**src/rtl/picoaes_pkg.sv**
```systemverilog
`default_nettype none
// ============================================================================
//  Module      : picoaes_pkg
//  Description : Shared types and constants for the picoAES datapath.
//                - AES_AFFINE_C : AES forward affine constant (8'h63)
//                - nib_pair_t   : GF((2^4)^2) element as {ah, al}
//  Revision    : 1.0 - initial release
// ============================================================================
package picoaes_pkg;

    localparam logic [7:0] AES_AFFINE_C = 8'h63;

    // Composite-field element: ah is the coefficient of x, al the constant term.
    typedef struct packed {
        logic [3:0] ah;
        logic [3:0] al;
    } nib_pair_t;

endpackage : picoaes_pkg
`default_nettype wire

```
**src/rtl/imap.sv**
```systemverilog
`default_nettype none
// ============================================================================
//  Module      : imap
//  Description : Combinational inverse isomorphic map GF((2^4)^2) -> GF(2^8).
//                Exact inverse of the forward byte-to-nibble-pair mapping,
//                shared with the key-schedule S-box path.
//  Ports       : pair - nibble pair {ah, al}
//                a    - resulting GF(2^8) byte
//  Revision    : 1.0 - initial release
// ============================================================================
module imap
    import picoaes_pkg::*;
(
    input  nib_pair_t  pair,
    output logic [7:0] a
);

    logic [3:0] w_h;
    logic [3:0] w_l;

    assign w_h = pair.ah;
    assign w_l = pair.al;

    // Pure XOR network; each output bit is a fixed row of the inverse matrix.
    assign a[0] = w_l[0] ^ w_h[0];
    assign a[1] = w_h[0] ^ w_h[1] ^ w_h[3];
    assign a[2] = w_l[1] ^ w_h[0] ^ w_h[1] ^ w_h[3];
    assign a[3] = w_l[1] ^ w_h[0] ^ w_h[1] ^ w_h[2];
    assign a[4] = w_l[1] ^ w_l[3] ^ w_h[0] ^ w_h[1] ^ w_h[3];
    assign a[5] = w_l[2] ^ w_h[0] ^ w_h[1];
    assign a[6] = w_l[1] ^ w_l[2] ^ w_l[3] ^ w_h[0] ^ w_h[3];
    assign a[7] = w_l[2] ^ w_h[0] ^ w_h[1] ^ w_h[3];

endmodule : imap
`default_nettype wire

```
**src/rtl/imap_pack.sv**
```systemverilog
`default_nettype none
// ============================================================================
//  Module      : imap_pack
//  Description : Maps composite-field nibble pairs back to GF(2^8) bytes,
//                optionally applies the AES forward affine transform, and
//                packs BYTES bytes into one column word (first byte in MSB).
//  Ports       : clk, rst (async, active-high), clr (sync partial-word clear)
//                in_valid/in_ready/in_ah/in_al/affine_en - byte input side
//                out_valid/out_ready/out_word            - word output side
//  Revision    : 1.0 - initial release
// ============================================================================
module imap_pack
    import picoaes_pkg::*;
#(
    parameter int         BYTES    = 4,
    parameter logic [7:0] AFFINE_C = AES_AFFINE_C
) (
    input  logic                 clk,
    input  logic                 rst,
    input  logic                 clr,
    input  logic                 in_valid,
    output logic                 in_ready,
    input  logic [3:0]           in_ah,
    input  logic [3:0]           in_al,
    input  logic                 affine_en,
    output logic                 out_valid,
    input  logic                 out_ready,
    output logic [8*BYTES-1:0]   out_word
);

    localparam int                 c_CNT_W = $clog2(BYTES);
    localparam logic [c_CNT_W-1:0] c_LAST  = c_CNT_W'(BYTES - 1);

    nib_pair_t                 w_pair;
    logic [7:0]                w_map;
    logic [7:0]                w_byte;
    logic                      w_last;
    logic                      w_accept;
    logic                      w_complete;

    logic [c_CNT_W-1:0]        r_cnt;
    // Holds slots 0..BYTES-2 only; the last slot goes straight to the output.
    logic [8*(BYTES-1)-1:0]    r_asm;
    logic                      r_out_valid;
    logic [8*BYTES-1:0]        r_out_word;

    assign w_pair.ah = in_ah;
    assign w_pair.al = in_al;

    imap u_imap (
        .pair (w_pair),
        .a    (w_map)
    );

    // b_i = a_i ^ a_(i+4) ^ a_(i+5) ^ a_(i+6) ^ a_(i+7) ^ C_i, written as
    // rotate-right terms so the index wrap is explicit.
    always_comb begin
        w_byte = w_map;
        if (affine_en) begin
            w_byte = w_map
                   ^ {w_map[3:0], w_map[7:4]}
                   ^ {w_map[4:0], w_map[7:5]}
                   ^ {w_map[5:0], w_map[7:6]}
                   ^ {w_map[6:0], w_map[7]}
                   ^ AFFINE_C;
        end
    end

    assign w_last     = (r_cnt == c_LAST);
    // Only the completing byte can stall, and only against a full, held output.
    assign in_ready   = !(w_last && r_out_valid && !out_ready);
    assign w_accept   = in_valid && in_ready;
    assign w_complete = w_accept && !clr && w_last;

    always_ff @(posedge clk or posedge rst) begin
        if (rst) begin
            r_cnt       <= '0;
            r_asm       <= '0;
            r_out_valid <= 1'b0;
            r_out_word  <= '0;
        end else begin
            if (clr) begin
                r_cnt <= '0;
                r_asm <= '0;
            end else if (w_accept) begin
                if (w_last) begin
                    r_cnt <= '0;
                end else begin
                    r_cnt <= r_cnt + c_CNT_W'(1);
                    for (int k = 0; k < BYTES - 1; k++) begin
                        if (r_cnt == c_CNT_W'(k)) begin
                            r_asm[8*(BYTES-2-k) +: 8] <= w_byte;
                        end
                    end
                end
            end

            // A completion takes priority over a drain: the new word replaces
            // the old one and out_valid stays asserted.
            if (w_complete) begin
                r_out_valid <= 1'b1;
                r_out_word  <= {r_asm, w_byte};
            end else if (out_ready) begin
                r_out_valid <= 1'b0;
            end
        end
    end

    assign out_valid = r_out_valid;
    assign out_word  = r_out_word;

endmodule : imap_pack
`default_nettype wire

```
**config.mk**
```make
export PLATFORM = sky130hd
export DESIGN_NAME = imap_pack
export DESIGN_NICKNAME = d
export VERILOG_FILES = /design/src/rtl/picoaes_pkg.sv /design/src/rtl/imap.sv /design/src/rtl/imap_pack.sv
export SDC_FILE = /design/constraint.sdc
export NUM_CORES = 1
export LEC_CHECK = 0
export CAP_MARGIN = 10
export CORE_ASPECT_RATIO = 0.7
export CORE_MARGIN = 1.5
export CORE_UTILIZATION = 52
export CTS_CLUSTER_SIZE = 8
export DETAILED_ROUTE_END_ITERATION = 8
export PLACE_DENSITY_LB_ADDON = 0.05
export SYNTH_ARGS = -nofsm -noshare
export SYNTH_HDL_FRONTEND = slang
export SYNTH_SLANG_ARGS = --single-unit
```
**constraint.sdc**
```tcl
create_clock -name clk -period 2.2 [get_ports clk]
set_input_delay 0.55 -clock clk [delete_from_list [all_inputs] [get_ports clk]]
set_output_delay 0.55 -clock clk [all_outputs]
set_load 0.01 [all_outputs]
```
==> impl_results.html <==
<table>
<tr><th>Metric</th><th>Value</th></tr>
<tr><th colspan="2">Power</th></tr>
<tr><td>Design internal power</td><td>0.00237 W</td></tr>
<tr><td>Worst-case vdd ir drop</td><td>0.577 mV</td></tr>
<tr><td>P_sw</td><td>0.000899 W</td></tr>
<tr><td>Power per cell area</td><td>897 nW/um^2</td></tr>
<tr><td>Leakage power total</td><td>1.68 nW</td></tr>
<tr><td>Power after layout</td><td>0.00327 W</td></tr>
<tr><td>Relative contribution of combinational cells to total power</td><td>0.244</td></tr>
<tr><td>Switching portion of total power</td><td>0.275</td></tr>
<tr><td>Share of power burned in the clock network</td><td>0.335</td></tr>
<tr><td>Part of the power in registers</td><td>0.421</td></tr>
<tr><th colspan="2">Drt</th></tr>
<tr><td>Post-detailed-route wirelength per cell</td><td>14.8 microns</td></tr>
<tr><td>Detail Route Antenna Nets</td><td>0</td></tr>
<tr><td>Number of DRC violations after detailed routing</td><td>0</td></tr>
<tr><td>Detailed-routing iteration count for the pre-antenna-repair pass</td><td>4</td></tr>
<tr><td>Number of DRC violations after detailed-routing iteration 0</td><td>70</td></tr>
<tr><td>Vias per cell</td><td>4.95</td></tr>
<tr><td>Number of vias after detailed routing</td><td>1781</td></tr>
<tr><td>Total Routed Length</td><td>5.33 mm</td></tr>
<tr><th colspan="2">Logic synthesis</th></tr>
<tr><td>Distinct cells, synth</td><td>24</td></tr>
<tr><td>Synthesized flop and latch total</td><td>59</td></tr>
<tr><td>Synthesis Warnings</td><td>0</td></tr>
<tr><td>Mapped Avg Cell Area</td><td>12.6 sq um</td></tr>
<tr><td>Syn Inst Count</td><td>210</td></tr>
<tr><td>Sequential-to-total area share from yosys stat</td><td>0.559</td></tr>
<tr><td>Mapped Nets</td><td>228</td></tr>
<tr><td>Post-synth design cell area</td><td>2640 sq um</td></tr>
<tr><th colspan="2">Setup path</th></tr>
<tr><td>Slowest stage cell on the critical path</td><td>clkdlybuf4s50_1</td></tr>
<tr><td>Peak fanout along the critical path</td><td>4</td></tr>
<tr><td>FF-to-FF setup slack</td><td>0.52 ns</td></tr>
<tr><td>R2r startpoint</td><td>r_cnt[1]</td></tr>
<tr><td>Worst reg2reg endpoint</td><td>r_asm[19]</td></tr>
<tr><td>CP startpoint kind</td><td>primary input</td></tr>
<tr><td>Capturing element type of the critical path</td><td>flop</td></tr>
<tr><td>Data arrival time at the worst-slack endpoint</td><td>2.24 ns</td></tr>
<tr><td>Critical path's most frequent cell</td><td>xnor2_1</td></tr>
<tr><td>Chain of cells forming the critical path</td><td>clkdlybuf4s50_1, xnor2_1, xnor2_1, nand2_1, xnor2_1, buf_4, a22o_1</td></tr>
<tr><td>Kind of cell with the highest combined delay on the critical path</td><td>XOR/XNOR gates</td></tr>
<tr><td>Count of cells along the worst register-to-register path</td><td>5</td></tr>
<tr><td>Class of the most critical setup path</td><td>in2reg</td></tr>
<tr><td>Delay of the slowest critical-path stage</td><td>0.48 ns</td></tr>
<tr><td>Required time reported for the critical path endpoint</td><td>2.43 ns</td></tr>
<tr><td>Number of buffers and inverters on the critical path</td><td>2</td></tr>
<tr><th colspan="2">Global route</th></tr>
<tr><td>Final global-route overflow total</td><td>0</td></tr>
<tr><td>Maximum number of pins on one net before global-route repair</td><td>60</td></tr>
<tr><td>Via count of the first global-routing pass</td><td>1846</td></tr>
<tr><td>First-pass GRT wire length</td><td>9.09 mm</td></tr>
<tr><td>All-layer global routing usage</td><td>0.222</td></tr>
<tr><td>Initial antenna violation count</td><td>0</td></tr>
<tr><th colspan="2">Timing</th></tr>
<tr><td>Endpoints failing setup</td><td>0</td></tr>
<tr><td>Transition time at the pin with the least slew margin</td><td>0.529 ns</td></tr>
<tr><td>Hold Violations, Final</td><td>0</td></tr>
<tr><td>Tmin final</td><td>2.01 ns</td></tr>
<tr><td>Slew Limit Fails</td><td>0</td></tr>
<tr><td>Final setup skew</td><td>0.00759 ns</td></tr>
<tr><td>Slew margin rel.</td><td>0.648</td></tr>
<tr><td>Setup repair after global routing missed its margin</td><td>no</td></tr>
<tr><td>TNS Setup</td><td>0 ns</td></tr>
<tr><td>Crit share post-route</td><td>0.915</td></tr>
<tr><td>Maximum operating frequency</td><td>497 MHz</td></tr>
<tr><td>Worst-case hold slack</td><td>0.479 ns</td></tr>
<tr><th colspan="2">Final layout</th></tr>
<tr><td>Post-layout nets</td><td>304</td></tr>
<tr><td>Area overhead of the layout relative to synthesis</td><td>38.1%</td></tr>
<tr><td>Final standard cell area without fillers</td><td>3640 sq um</td></tr>
<tr><td>ANT cells</td><td>0</td></tr>
<tr><td>Fraction of final layout cells with drive strength greater than 1</td><td>0.285</td></tr>
<tr><td>Number of fill cells in the layout</td><td>335</td></tr>
<tr><th colspan="2">Worst hold path</th></tr>
<tr><td>Start point of the worst min-delay path</td><td>r_asm[18]</td></tr>
<tr><td>Terminating pin of the worst hold path</td><td>r_asm[18]</td></tr>
<tr><td>Tightest Hold Check Type</td><td>reg2reg</td></tr>
<tr><td>Hold path depth</td><td>2</td></tr>
<tr><th colspan="2">Clock network</th></tr>
<tr><td>Clock tree from TritonCTS</td><td>built</td></tr>
<tr><td>Number of buffers on the longest clock path</td><td>2</td></tr>
<tr><td>Clock buffers created by TritonCTS</td><td>9</td></tr>
<tr><td>Clock latency on the worst-skew pair</td><td>0.34 ns</td></tr>
<tr><td>Clock input transition at the sequential cells of the worst setup and hold paths</td><td>0.07 ns</td></tr>
<tr><td>Post-CTS Hold Buffers</td><td>0</td></tr>
<tr><td>Buffer cell driving the clock tree root</td><td>clkbuf_8</td></tr>
<tr><td>CTS Sinks</td><td>59</td></tr>
<tr><td>CTS H-Tree Depth</td><td>3</td></tr>
<tr><th colspan="2">Floorplanning</th></tr>
<tr><td>Die area</td><td>5520 sq um</td></tr>
<tr><td>Core area</td><td>4830 sq um</td></tr>
<tr><td>Die span in y</td><td>62.6 microns</td></tr>
<tr><td>Top Ports</td><td>48</td></tr>
<tr><td>Row Count</td><td>21</td></tr>
<tr><td>Starting density of the core</td><td>0.546</td></tr>
<tr><td>Horizontal extent of the die</td><td>88.2 microns</td></tr>
<tr><th colspan="2">Job</th></tr>
<tr><td>Reported max-cap violation count</td><td>0</td></tr>
<tr><th colspan="2">Placement</th></tr>
<tr><td>Placed instance area</td><td>3410 sq um</td></tr>
<tr><td>Detailed placer's ending HPWL</td><td>3.85 mm</td></tr>
<tr><td># port buffers</td><td>47</td></tr>
<tr><td>Final Wtd Congestion</td><td>0.802</td></tr>
<tr><th colspan="2">Outcome</th></tr>
<tr><td>Run status</td><td>finished, final reports clean</td></tr>
</table>
==> synthesized netlist by cell type <==
| master | count | area (sq um) |
|---|---|---|
| a22o_1 | 9 | 78.8 |
| xor2_2 | 1 | 16.3 |
| xnor3_1 | 1 | 22.5 |
| mux2_4 | 1 | 15.0 |
| inv_1 | 4 | 15.0 |
| xnor2_2 | 1 | 16.3 |
| nand2_1 | 21 | 78.8 |
| buf_2 | 5 | 25.0 |
| xnor2_1 | 22 | 193 |
| nor2b_1 | 3 | 18.8 |
| clkbuf_1 | 7 | 26.3 |
| a22o_2 | 3 | 30.0 |
| nand3b_1 | 1 | 7.51 |
| mux2i_1 | 2 | 20.0 |
| ha_1 | 4 | 50.1 |
| nor3_2 | 1 | 10.0 |
| o31ai_1 | 12 | 90.1 |
| xor2_1 | 7 | 61.3 |
| or2_2 | 1 | 6.26 |
| nand3_1 | 1 | 5.00 |
| nor2_1 | 9 | 33.8 |
| dfrtp_1 | 59 | 1480 |
| a21oi_1 | 8 | 40.0 |
| mux2_2 | 27 | 304 |
==> how the worst max path moves through the flow <==
stage	slack [ns]	to	cells after the start	startpoint
global route	0.06	out_word[3]	6	in_ah[1]
global placement	-0.19	r_asm[4]	7	in_ah[3]
detailed placement	-0.22	r_asm[22]	7	in_ah[3]
CTS	0.14	r_asm[12]	7	in_ah[3]
floorplan	0.19	out_valid	1	rst
finish	0.19	r_asm[21]	7	in_al[1]
==> power by group through the flow <==
stage,Clock (W),Combinational [W],Sequential (W)
after floorplan,0,0.000361,0.00141
after CTS,0.00112,0.000806,0.00138
after detailed placement,0,0.000803,0.00139
final,0.00109,0.000798,0.00138
after global placement,0,0.000785,0.00139
after global routing,0.00118,0.000870,0.00140
==> sequential cells by signal, indices dropped and copies added (netlist names) <==
register and flops:
out_word 32, r_asm 24, out_valid 1, r_cnt 2
==> per-stage QoR <==
step | instances | utilization | worst slack, ns
detailed placement | 344 | 0.706 | -0.224
finish | 360 | 0.754 | 0.187
floorplan | 210 | - | 0.194
global placement | 344 | 0.706 | -0.195
CTS | 360 | 0.752 | 0.138
global route | 360 | 0.754 | 0.0553
==> metal layers <==
layer | wire length (microns) | global-route usage | vias up
met5 | 0 | 0 | -
met4 | 65 | 0.0586 | 0
met3 | 254 | 0.0793 | 5
met2 | 2360 | 0.319 | 45
met1 | 2650 | 0.320 | 851
li1 | - | - | 880
==> cell usage in the layout (no fill, tap or decap) <==
master and count:
xnor2_2 2, mux2i_1 2, a22o_1 9, xnor3_1 1
nand3_1 1, xor2_1 7, inv_2 1, or2_2 1
buf_12 3, ha_1 4, nor3_4 1, nor2b_1 3
inv_6 1, clkinv_2 1, clkdlybuf4s50_1 46, nor2_1 9
inv_1 3, a21oi_1 8, a22o_2 3, dlygate4sd2_1 1
o31ai_1 12, nand2_1 21, dfrtp_1 59, clkbuf_8 9
buf_4 27, xnor2_1 21, mux2_4 1, bufinv_16 2
clkinv_4 3, mux2_2 27, nand3b_1 1, xor2_2 1
==> tightest hold or removal path, delay by kind of cell, from the launching register on <==
| family | cells | cell delay (ns) |
|---|---|---|
| and+or+nand+nor | 1 | 0.05 |
| DFF | 1 | 0.34 |
| AOI/OAI and AO/OA | 1 | 0.05 |
==> cells by family after synthesis <==
| logic type | synth area share |
|---|---|
| multiplexers | 0.128 |
| buffers and inverters | 0.0251 |
| AND/OR/NAND/NOR | 0.0607 |
| XOR/XNOR | 0.117 |
| AO/OA/AOI/OAI | 0.0905 |
| flip-flops | 0.559 |
| adder cells (fa/ha/maj) | 0.0190 |
==> area by class of cell <==
| class | instances | area, sq um | area share |
|---|---|---|---|
| Timing Repair Buffer | 77 | 732 | 0.201 |
| Multi-Input combinational cell | 135 | 1110 | 0.305 |
| Clock inverter | 7 | 100 | 0.0275 |
| Inverter | 4 | 15.0 | 0.00412 |
| Sequential cell | 59 | 1480 | 0.405 |
| Clock buffer | 9 | 124 | 0.0340 |
| Tap cell | 69 | 86.3 | 0.0237 |
==> timing repair <==
action | CTS | global route
setup buffers | 0 | 0
setup endpoints to repair | 1 | 3
cloned | 0 | 0
pin swaps | 0 | 0
gates resized for setup | 1 | 1
(Power assumes the default switching activity.)
